`config.mk`:
```
export PLATFORM = sky130hd
export DESIGN_NAME = move_arbiter
export DESIGN_NICKNAME = d
export VERILOG_FILES = /design/src/rtl/move_arbiter.sv
export SDC_FILE = /design/constraint.sdc
export NUM_CORES = 1
export LEC_CHECK = 0
export BUFFER_PORTS_ARGS = -buffer_cell sky130_fd_sc_hd__buf_4
export CAP_MARGIN = 20
export CORE_AREA = 2 2 78 80
export CTS_BUF_LIST = sky130_fd_sc_hd__clkbuf_4 sky130_fd_sc_hd__clkbuf_8 sky130_fd_sc_hd__clkbuf_16
export DETAILED_ROUTE_END_ITERATION = 7
export DIE_AREA = 0 0 80 82
export PLACE_DENSITY = 0.74
export SYNTH_ARGS = -nofsm -noshare
export SYNTH_HDL_FRONTEND = slang
export SYNTH_SLANG_ARGS = --single-unit
```
`constraint.sdc`:
```
create_clock -name clk -period 5.5 [get_ports clk]
set_clock_uncertainty 0.05 [all_clocks]
set_input_delay 0 -clock clk [delete_from_list [all_inputs] [get_ports clk]]
set_output_delay 0 -clock clk [all_outputs]
set_load 0.005 [all_outputs]
```
`src/rtl/move_arbiter.sv`:
```
// move_arbiter: serializes grid-move requests from N movers.
// Each request looks up its target tile in the synchronous map ROM.
// It also compares the target against the positions of the other live entities.
// The mover then gets a single-cycle accept carrying either the requested cell
// (if free) or its own current cell (null move).
module move_arbiter #(
    parameter int         N    = 4,
    parameter logic [1:0] WALL = 2'b01
) (
    input  logic             clk,
    input  logic             rstn,
    input  logic [N-1:0]     ask_move,
    input  logic [4*N-1:0]   ask_x,
    input  logic [4*N-1:0]   ask_y,
    input  logic [4*N-1:0]   cur_x,
    input  logic [4*N-1:0]   cur_y,
    input  logic [N-1:0]     ent_valid,
    input  logic             freeze,
    output logic [7:0]       map_addr,
    input  logic [1:0]       map_rdata,
    output logic [N-1:0]     accept_move,
    output logic [3:0]       goto_x,
    output logic [3:0]       goto_y,
    output logic             busy
);

    localparam int PW = (N > 1) ? $clog2(N) : 1;

    typedef enum logic [1:0] {
        IDLE   = 2'd0,
        READ   = 2'd1,
        DECIDE = 2'd2
    } state_t;

    state_t          state;
    logic [N-1:0]    pending;
    logic [PW-1:0]   rr_ptr;
    logic [PW-1:0]   sel_q;
    logic [3:0]      tx;
    logic [3:0]      ty;

    logic [PW-1:0]   pick;
    logic            pick_valid;
    int              pick_idx;
    logic [N-1:0]    sel_onehot;
    logic [N-1:0]    grant_clear;
    logic            occupied;
    logic            blocked;
    logic [3:0]      pick_x;
    logic [3:0]      pick_y;
    logic [3:0]      own_x;
    logic [3:0]      own_y;

    // Round-robin pick: the first pending requester at or after rr_ptr, wrapping.
    // Scanning from the far end down lets the nearest candidate overwrite the others.
    always_comb begin
        pick       = '0;
        pick_valid = 1'b0;
        pick_idx   = 0;
        for (int k = N - 1; k >= 0; k--) begin
            pick_idx = int'(rr_ptr) + k;
            if (pick_idx >= N) begin
                pick_idx = pick_idx - N;
            end
            if (pending[pick_idx]) begin
                pick       = PW'(pick_idx);
                pick_valid = 1'b1;
            end
        end
    end

    // Coordinates requested by the candidate, and the current cell of the
    // requester being decided (used for a null move).
    always_comb begin
        pick_x = ask_x[4*int'(pick) +: 4];
        pick_y = ask_y[4*int'(pick) +: 4];
        own_x  = cur_x[4*int'(sel_q) +: 4];
        own_y  = cur_y[4*int'(sel_q) +: 4];
    end

    // Another live entity standing on the target cell blocks the move.
    // The requester itself never blocks its own move.
    always_comb begin
        occupied = 1'b0;
        for (int j = 0; j < N; j++) begin
            if ((j != int'(sel_q)) && ent_valid[j] &&
                (cur_x[4*j +: 4] == tx) && (cur_y[4*j +: 4] == ty)) begin
                occupied = 1'b1;
            end
        end
        blocked = (map_rdata == WALL) || occupied;
    end

    // The grant one-hot doubles as the pending-clear mask on the DECIDE edge.
    always_comb begin
        sel_onehot  = N'(1) << sel_q;
        grant_clear = (state == DECIDE) ? sel_onehot : '0;
    end

    // A new ask always lands in pending, even on the edge that grants the same
    // requester, so a late re-ask is never lost. Repeated asks merge into one bit.
    always_ff @(posedge clk or negedge rstn) begin
        if (!rstn) begin
            pending <= '0;
        end else begin
            pending <= (pending & ~grant_clear) | ask_move;
        end
    end

    // Arbitration FSM: select and address the ROM, wait one cycle for the tile,
    // then decide and issue the one-cycle accept. All outputs are registered.
    always_ff @(posedge clk or negedge rstn) begin
        if (!rstn) begin
            state       <= IDLE;
            rr_ptr      <= '0;
            sel_q       <= '0;
            tx          <= '0;
            ty          <= '0;
            map_addr    <= '0;
            accept_move <= '0;
            goto_x      <= '0;
            goto_y      <= '0;
            busy        <= 1'b0;
        end else begin
            accept_move <= '0;
            case (state)
                IDLE: begin
                    if (pick_valid && !freeze) begin
                        sel_q    <= pick;
                        tx       <= pick_x;
                        ty       <= pick_y;
                        map_addr <= {pick_y, pick_x};
                        state    <= READ;
                        busy     <= 1'b1;
                    end
                end
                READ: begin
                    state <= DECIDE;
                end
                DECIDE: begin
                    accept_move <= sel_onehot;
                    if (blocked) begin
                        goto_x <= own_x;
                        goto_y <= own_y;
                    end else begin
                        goto_x <= tx;
                        goto_y <= ty;
                    end
                    if (int'(sel_q) == N - 1) begin
                        rr_ptr <= '0;
                    end else begin
                        rr_ptr <= sel_q + PW'(1);
                    end
                    state <= IDLE;
                    busy  <= 1'b0;
                end
                default: begin
                    state <= IDLE;
                    busy  <= 1'b0;
                end
            endcase
        end
    end

endmodule

```
==> run_results.csv <==
group,metric,value,unit
outcome,status,"complete, no violations",
detailed_routing,drt-initial-drc-count,193,
critical_path,cp_top_family,"simple AND/OR/NAND/NOR gates",
critical_path,worstSetupStartpointType,"flip-flop",
critical_path,critical_path_class,"flip-flop to flip-flop",
cts,post_cts_buffers,0,
detailed_routing,num_vias,2445,
critical_path,cp_max_fo,17,
timing,rsz0062_at_grt,"no",
cts,cts_tree,"done",
critical_path,crit_slowest_cell,"nor3b_2",
detailed_routing,drt_first_pass_iters,4,
cts,clk_pin_slew,70,ps
synthesis,synth_xor_area_share,10.0,%
critical_path,crit_chain,"nor3b_2 > or2_1 > a211oi_1 > o31ai_1",
critical_path,ff2ff_path_depth,4,
global_routing,track_usage,22.8,%
worst_hold_path,worst_hold_path.endpoint,"map_addr[3]$_DFFE_PN0P_",
power,p_leak,0.00157,µW
synthesis,synth_compound_area_share,21.0,%
place,gp_congestion,0.875,
synthesis,synth_seq_cells,31,
detailed_routing,drcViolationCount,0,
cts,h-tree-depth,2,
cts,cts_max_path_buffers,2,
global_routing,grt_use_met3,5.27,%
synthesis,synth.most_common_cell,"dfrtp_1",
place,placed_cells,419,
critical_path,reg2reg_slack,3050,ps
timing,slew_headroom,37.7,%
global_routing,busiest_layer,"met2",
synthesis,netlist_instances,269,
cells_and_area,n_antenna_cell,0,
synthesis,yosys_warnings,0,
global_routing,grt_pass1_vias,2405,
place,dp_hpwl,5720,µm
worst_hold_path,hold_start,"ask_x[11]",
job,cap_violations,0,
synthesis,synthesis.area,2530,µm²
timing,finalSetupViolations,0,
cells_and_area,drive_gt1_share,35.0,%
cts,cts-buffers-inserted,5,
global_routing,grt_pass1_wl,11600,µm
synthesis,synth_edf_count,0,
cts,cts.root.buffer_cell,"clkbuf_8",
power,pwr_density_cell,415,nW/µm²
die,die_area,6560,µm²
global_routing,grt_overflow,0,
timing,fin_hold_ws,17.2,ps
cts,clock_sinks,31,
synthesis,syn_nets,350,
synthesis,synth.avg_cell_area,9.41,µm²
timing,finalMaxSlewViolations,0,
global_routing,antenna_found_initial,0,
synthesis,synth_top_cell_area_share,30.6,%
critical_path,cp-end-kind,"flip-flop",
synthesis,synth_seq_area_share,30.6,%
synthesis,yosys.area_share.simple,22.1,%
cells_and_area,fin_area,3420,µm²
timing,hold_viol_final,0,
detailed_routing,drt_wl_total,7230,µm
synthesis,synth_commonest_cells,"dfrtp_1, xor2_1, nand2_1",
synthesis,yosysTopAreaCell,"dfrtp_1",
global_routing,grt_max_degree,32,
place,place_area,3250,µm²
die,pin_count,98,
detailed_routing,ant_nets,0,
global_routing,use_met2,39.3,%
global_routing,grt_use_met1,27.4,%
synthesis,synth_cell_types,44,
die,initial_core_util,44.1,%
cts,clk-insertion-delay-late,290,ps
critical_path,rr_endpoint,"map_addr[1]$_DFFE_PN0P_",
synthesis,synth_area_leaders,"dfrtp_1, xor2_1, mux4_2, nor3b_1, o31ai_1",
critical_path,crit_cells,4,
worst_hold_path,hold_depth,3,
critical_path,crit_buf_inv,0,
timing,max_freq,409,MHz
critical_path,r2r_start,"rr_ptr[1]$_DFFE_PN0N_",
cells_and_area,nNetsFinal,437,
synthesis,synth_flop_cell,"dfrtp_1",
timing,finalSetupTns,0,ps
synthesis,async_flop_share,100,%
synthesis,synthMuxAreaShare,7.51,%
die,coreArea,5750,µm²
cells_and_area,final_cells,432,
die,num_rows,28,
critical_path,critPathArrivalTime,2590,ps
place,port_buffers,97,
die,die_h,82,µm
power,peakVddDrop,287,µV
worst_hold_path,hold_path_class,"input pin to flip-flop",
critical_path,cp.required,5640,ps
critical_path,max_stage_delay,780,ps
synthesis,synth_top_family_by_area,"simple AND/OR/NAND/NOR gates",
timing,min_period,2450,ps
die,die_w,80,µm
detailed_routing,routedWlPerCell,16.7,µm
timing,tightestPinTransition,931,ps
detailed_routing,viasPerCell,5.66,
synthesis,synthAdderAreaFrac,1.98,%
timing,finalCritPeriodShare,44.5,%
cells_and_area,syn2layout_area_growth,35.2,%
==> per-layer routing <==
| metal | share of wire [%] | wire, µm | up-vias |
|---|---|---|---|
| li1 | - | - | 1180 |
| met1 | 42 | 3010 | 1152 |
| met2 | 49 | 3550 | 101 |
| met3 | 7.5 | 542 | 12 |
| met4 | 1.8 | 132 | 0 |
| met5 | 0 | 0 | - |
==> sequential cells by signal, summed over array words and instances (netlist names) <==
name / count
accept_move: 4
state: 2
busy: 1
sel_q: 2
goto_y: 4
pending: 4
goto_x: 4
map_addr: 8
rr_ptr: 2
==> power by group <==
group / switching, µW / leakage, µW / total, µW / internal [µW]
Clock: 88.7 / 0.0000612 / 235 / 147
Combinational: 354 / 0.00113 / 724 / 370
Sequential: 155 / 0.000378 / 461 / 307
Total: 597 / 0.00157 / 1420 / 823
==> cell usage in the layout (no fill, tap or decap), types with 11 or more instances in the layout <==
cell type,count
a211oi_1,14
buf_4,98
dfrtp_1,31
inv_1,12
nand2_1,25
nand4_1,11
nor3b_1,16
o31ai_1,16
xor2_1,27
==> layout make-up <==
type	count	area (µm²)
tap	75	93.8
timing repair buffer	104	797
clock buffer	6	82.6
inverter	12	45.0
fill	554	2320
multi-input combinational	202	1590
clock inverter	2	35.0
sequential	31	776
==> cell families (layout without fill, tap and decap cells) <==
group | after synthesis | count (layout)
adders and majority gates | 4 | 4
xor gates and xnor gates | 29 | 29
DFF | 31 | 31
and+or+nand+nor | 93 | 93
muxes | 9 | 9
buffers and inverters | 36 | 124
AOI/OAI and AO/OA | 67 | 67
==> through the flow <==
stage	setup slack [ps]	utilization (%)	total power [µW]
global route	2840	59.6	1520
detailed placement	3070	56.6	1180
CTS	3050	59.6	1420
finish	3050	59.6	1420
floorplan	3590	-	967
global placement	3120	56.4	1160
==> how the worst max path moves through the flow <==
stage | from | to
after floorplan | sel_q[1]$_DFFE_PN0P_ | goto_x[0]$_DFFE_PN0N_
after global placement | rr_ptr[1]$_DFFE_PN0N_ | map_addr[4]$_DFFE_PN0P_
after detailed placement | rr_ptr[1]$_DFFE_PN0N_ | map_addr[4]$_DFFE_PN0P_
after CTS | rr_ptr[1]$_DFFE_PN0N_ | map_addr[4]$_DFFE_PN0P_
after global routing | pending[0]$_DFF_PN0_ | map_addr[7]$_DFFE_PN0P_
final | rr_ptr[1]$_DFFE_PN0N_ | map_addr[1]$_DFFE_PN0P_
==> worst min-delay path, cell delays in order <==
cell and delay, ps:
buf_4 80, a211oi_1 50, o31ai_1 190
==> repair_timing <==
item / in CTS / in global routing
gates resized for setup: 0 / 0
hold buffers: 5 / 0
endpoints found under the hold margin: 35 / 0
(Power assumes the default switching activity.)
